### config.mk
export PLATFORM = sky130hd
export DESIGN_NAME = reg_cmd_sequencer
export DESIGN_NICKNAME = d
export VERILOG_FILES = /design/src/rtl/reg_cmd_sequencer.sv
export SDC_FILE = /design/constraint.sdc
export NUM_CORES = 1
export LEC_CHECK = 0
export CORE_ASPECT_RATIO = 1.75
export CORE_UTILIZATION = 45
export CTS_BUF_LIST = sky130_fd_sc_hd__clkbuf_16
export DETAILED_ROUTE_END_ITERATION = 12
export GPL_TIMING_DRIVEN = 0
export HOLD_SLACK_MARGIN = 0.15
export PLACE_DENSITY = 0.71
export SLEW_MARGIN = 15
export SYNTH_ARGS = -nofsm -noshare
export SYNTH_HDL_FRONTEND = slang
export SYNTH_SLANG_ARGS = --single-unit
export TNS_END_PERCENT = 50
### constraint.sdc
create_clock -name clk -period 3.8 [get_ports clk]
set_input_delay 0.76 -clock clk [delete_from_list [all_inputs] [get_ports clk]]
set_output_delay 0.76 -clock clk [all_outputs]
set_load 0.05 [all_outputs]
### src/rtl/reg_cmd_sequencer.sv
// Expands one host command into single-cycle control strobes for a universal
// register, and keeps a shadow copy of what that register should now hold.
//
// state | meaning
// IDLE  | waiting for a command, cmd_ready high
// EXEC  | one strobe per cycle, rem counts strobes still to follow
// DONE  | one-cycle completion pulse, then back to IDLE
module reg_cmd_sequencer #(
    parameter int W     = 4,
    parameter int CNT_W = 4
) (
    input  logic             clk,
    input  logic             rst_n,
    input  logic             cmd_valid,
    output logic             cmd_ready,
    input  logic [2:0]       cmd_op,
    input  logic [W-1:0]     cmd_data,
    input  logic [CNT_W-1:0] cmd_cnt,
    output logic             cl,
    output logic             ld,
    output logic             inc,
    output logic             dec,
    output logic             sr,
    output logic             ir,
    output logic             sl,
    output logic             il,
    output logic [W-1:0]     reg_in,
    output logic             busy,
    output logic             done,
    output logic [W-1:0]     shadow
);

    localparam int RW = (CNT_W > $clog2(W)) ? CNT_W : $clog2(W);

    localparam logic [1:0] S_IDLE = 2'd0;
    localparam logic [1:0] S_EXEC = 2'd1;
    localparam logic [1:0] S_DONE = 2'd2;

    localparam logic [2:0] OP_NOP   = 3'b000;
    localparam logic [2:0] OP_CLEAR = 3'b001;
    localparam logic [2:0] OP_LOAD  = 3'b010;
    localparam logic [2:0] OP_INC   = 3'b011;
    localparam logic [2:0] OP_DEC   = 3'b100;
    localparam logic [2:0] OP_SHR   = 3'b101;
    localparam logic [2:0] OP_SHL   = 3'b110;
    localparam logic [2:0] OP_ROT   = 3'b111;

    logic [1:0]    state;
    logic [2:0]    op_q;
    logic [RW-1:0] rem;
    logic [W-1:0]  sq;
    logic [7:0]    strb_q;
    logic [7:0]    strb_nxt;
    logic [2:0]    op_sel;
    logic          idle;
    logic          accept;
    logic          zero_len;
    logic          launch;

    assign idle      = (state == S_IDLE);
    assign accept    = cmd_valid && idle;
    assign cmd_ready = idle;
    assign busy      = !idle;
    assign done      = (state == S_DONE);
    assign op_sel    = idle ? cmd_op : op_q;

    assign zero_len = (cmd_op == OP_NOP) ||
                      (((cmd_op == OP_INC) || (cmd_op == OP_DEC) || (cmd_op == OP_ROT)) &&
                       (cmd_cnt == '0));
    assign launch   = (accept && !zero_len) || ((state == S_EXEC) && (rem != '0));

    assign {cl, ld, inc, dec, sr, ir, sl, il} = strb_q;

    // Serial bits come from the live command on the accept edge, afterwards
    // from the latched word; a rotate feeds back the shadow LSB of each cycle.
    always_comb begin
        strb_nxt = '0;
        if (launch) begin
            case (op_sel)
                OP_CLEAR: strb_nxt[7] = 1'b1;
                OP_LOAD:  strb_nxt[6] = 1'b1;
                OP_INC:   strb_nxt[5] = 1'b1;
                OP_DEC:   strb_nxt[4] = 1'b1;
                OP_SHR: begin
                    strb_nxt[3] = 1'b1;
                    strb_nxt[2] = idle ? cmd_data[0] : sq[0];
                end
                OP_SHL: begin
                    strb_nxt[1] = 1'b1;
                    strb_nxt[0] = idle ? cmd_data[W-1] : sq[W-1];
                end
                OP_ROT: begin
                    strb_nxt[3] = 1'b1;
                    strb_nxt[2] = idle ? shadow[0] : shadow[1];
                end
                default: strb_nxt = '0;
            endcase
        end
    end

    always_ff @(posedge clk or negedge rst_n) begin
        if (!rst_n) begin
            state  <= S_IDLE;
            op_q   <= OP_NOP;
            rem    <= '0;
            sq     <= '0;
            reg_in <= '0;
        end else begin
            case (state)
                S_IDLE: begin
                    if (accept) begin
                        state <= zero_len ? S_DONE : S_EXEC;
                        op_q  <= cmd_op;
                        sq    <= (cmd_op == OP_SHL) ? (cmd_data << 1) : (cmd_data >> 1);
                        case (cmd_op)
                            OP_SHR, OP_SHL:         rem <= RW'(W - 1);
                            OP_INC, OP_DEC, OP_ROT: rem <= RW'(cmd_cnt) - RW'(1);
                            default:                rem <= '0;
                        endcase
                        if (cmd_op == OP_LOAD)
                            reg_in <= cmd_data;
                    end
                end
                S_EXEC: begin
                    sq <= (op_q == OP_SHL) ? (sq << 1) : (sq >> 1);
                    if (rem == '0)
                        state <= S_DONE;
                    else
                        rem <= rem - RW'(1);
                end
                default: state <= S_IDLE;
            endcase
        end
    end

    always_ff @(posedge clk or negedge rst_n) begin
        if (!rst_n)
            strb_q <= '0;
        else
            strb_q <= strb_nxt;
    end

    always_ff @(posedge clk or negedge rst_n) begin
        if (!rst_n)
            shadow <= '0;
        else if (cl)
            shadow <= '0;
        else if (ld)
            shadow <= reg_in;
        else if (inc)
            shadow <= shadow + W'(1);
        else if (dec)
            shadow <= shadow - W'(1);
        else if (sr)
            shadow <= {ir, shadow[W-1:1]};
        else if (sl)
            shadow <= {shadow[W-2:0], il};
    end

endmodule

==> results.md <==
* Worst-path clk slew at 50 ps
* Post-DRT Antenna Nets at 0
* Skew final at 4.40 ps
* Core area at approximately 0.0037 mm^2
* Total power at roughly 2.1 mW
* Total Routing Usage GR at 22.3%
* Diode count at 0
* Max frequency at 361 MHz
* CTS tree: built
* # port buffers at 30
* Die width at 49.0 um
* Pwr Density at 956 mW/mm^2
* Fillcell total at 330
* Synth Warn # at 0
* Clock latency at the later pin of the worst-skew pair at 270 ps
* Critical path's slowest cell: clkdlybuf4s50_1
* Sw power at 1.00 mW
* Placement Cell Area at 0.00209 mm^2
* Routed WL per cell at ~15 um
* Syn Inst Count at 192
* Total negative slack at 0 ps
* Area delta synth->final at 28.3%
* # DRC at 0
* Crit-path max FO at 6
* Critical path startpoint category: flip-flop
* Crit path cell chain: nor2_1 > inv_1 > clkdlybuf4s50_1
* Post-layout nets at 247
* Min cycle time layout at about 2800 ps
* First-pass GRT wire length at 7.05 mm
* Worst slew pin tran at 661 ps
* GPL Wtd Cong at ~0.87
* Share of cells above drive strength 1 at between 8 and 9%
* Clock tree buffer depth at 2
* Hold WC Path Type: flip-flop to flip-flop
* Switching Share at 47.0%
* Area share of the largest cell type after synthesis at a little over two fifths
* Peak supply drop at between 0.0004 and 0.0005 V
* Root Driver: clkbuf_16
* Mapped Nets at 210
* Mapped cell area at approximately 0.0017 mm^2
* RSZ-0062 raised after global routing: false
* Cts hold-fix bufs at 0
* Most used DFF post-synth: dfrtp_1
* Cell Rows at 29
* Top Ports at 33
* Via count at 1553
* Post-CTS setup buffers at 0
* EDFF count, synth at 0
* HPWL after detailed placement at 3.17 mm
* Pin count of the biggest net entering global routing at 30
* Unique masters post-synth at 41
* Num CTS Buffers at 5
* Max-slew headroom at 55.9%
* H-tree levels at 2
* Main area contributors after synthesis: dfrtp_1, nand2_1, mux2i_1
* Resize count post-CTS at 0
* Clock sink total at 29
* Seq cells post-synth at 29
* Clock network power share at 17.1%
* Final Util at 60.9%
* Outcome: complete, no violations
* Critical Setup Path Class: flip-flop to output pin
* Combinational power share at 56.3%
* Iteration-0 DRC Markers at 30
* Area leader, netlist: dfrtp_1
* Routed Wire Length at 4.12 mm
* Post-synth top cells: dfrtp_1, nand2_1, nor2_1, inv_1, a21oi_1
* P_leak at slightly below 1 nW
* Congestion Overflow GR at 0
* Initial core utilization at 47.5%
* Sequential area share after synthesis at 41.7%
* Final hold vios at 0
* Final setup vio count at 0
* Initial DRT Pass Iterations at 4
* Syn_area_per_cell at 9.06 um^2
* Int Pwr at about 1.1 mW
* Top-count cell post-synth: dfrtp_1
* Number of global-route vias before repair at ~1.6k
* Via density at 5.63
* Final period utilization at 73.0%
* Nature of the critical path endpoint: output pin
* Share of synthesized flip-flops with an asynchronous set or reset at 100%
* Final Instance Area at 0.00223 mm^2
* Die Ht at 84.2 um
* Flop pwr share at 26.6%
* Maximum capacitance violations at 0
* Critical path arrival at 2010 ps
* Critical path's largest stage delay at 740 ps
* CP required at 3040 ps
* Max Slew Vio Count at 0
* Die area at about 0.0041 mm^2
* Initial antenna violation count at 0
==> registers in the layout (all words and copies together) (netlist names) <==
name,flops
shadow,4
reg_in,4
rem,4
sq,4
strb_q,8
op_q,3
state,2
==> worst max-delay path: cells and delay by family (launching register included) <==
kind / cells / cell delay, ps
simple gates: 1 / 430
flops: 1 / 410
buf+inv: 2 / 910
==> area by class of cell <==
type / instances / area [um^2] / area share [%]
inverters: 12 / 45.0 / 2.02
plain buffers: 10 / 38.8 / 1.74
well taps: 46 / 57.6 / 2.58
clock inverters: 3 / 13.8 / 0.617
clock buffers: 5 / 125 / 5.61
multi-input cells: 141 / 930 / 41.7
flip-flops and latches: 29 / 726 / 32.5
repair buffers: 30 / 295 / 13.2
==> cells in the final DEF, fill, tap and decap left out, types with 2 or more instances in the layout <==
cell type / n
a211oi_1: 3
a21oi_1: 11
a221oi_1: 2
a31oi_1: 2
and2_1: 3
buf_2: 2
clkbuf_1: 9
clkbuf_16: 5
clkdlybuf4s50_1: 29
clkinv_2: 2
dfrtp_1: 29
ha_1: 4
inv_1: 13
mux2_2: 5
mux2_4: 4
mux2i_1: 6
nand2_1: 23
nand2b_1: 3
nand3_1: 7
nand3b_1: 3
nor2_1: 14
nor2b_1: 4
nor3_1: 9
nor3b_1: 4
o211ai_1: 2
o21ai_0: 10
o22ai_1: 2
o311ai_0: 2
xnor2_1: 2
xor2_1: 2
==> final timing paths <==
kind                       slack (ps)  depth (start not counted)     start         to
max reg2reg                      1830                          4  state[0]  reg_in[0]
min reg2reg                       500                          2   op_q[1]    op_q[1]
min in group asynchronous         520                          1     rst_n  strb_q[6]
max                              1030                          3  state[0]       busy
min                               500                          2   op_q[1]    op_q[1]
max in group asynchronous        2850                          1     rst_n    op_q[0]
==> through the flow <==
stage | setup WS, ps | std cells | hold slack [ps]
2_1_floorplan | 1220 | 192 | 464
3_3_place_gp | 1030 | 268 | 478
3_5_place_dp | 1020 | 268 | 487
4_1_cts | 999 | 276 | 496
5_1_grt | 941 | 276 | 535
6_report | 1030 | 276 | 501
==> routing by layer <==
| layer | track usage, % | up-vias | wire, um |
|---|---|---|---|
| li1 | - | 759 | - |
| met1 | 21.2 | 743 | 1520 |
| met2 | 43.2 | 39 | 2380 |
| met3 | 3.99 | 12 | 111 |
| met4 | 12.6 | 0 | 118 |
| met5 | 0 | - | 0 |
==> kinds of logic (layout without fill, tap and decap cells) <==
logic type	after synthesis	count (layout)	share of synthesized area [%]
fa+ha+maj	4	4	2.88
xor+xnor	4	4	2.01
compound gates	43	43	15.9
buf+inv	22	60	4.82
simple gates	74	74	21.2
mux	16	16	11.4
flops	29	29	41.7
==> power groups by stage <==
stage	Sequential, mW	Combinational [mW]	Clock (mW)
finish	0.568	1.20	0.364
CTS	0.566	1.21	0.368
global placement	0.568	1.19	0
floorplan	0.765	0.647	0
global route	0.588	1.31	0.386
detailed placement	0.570	1.20	0
Power figures use the tool's default switching activity.
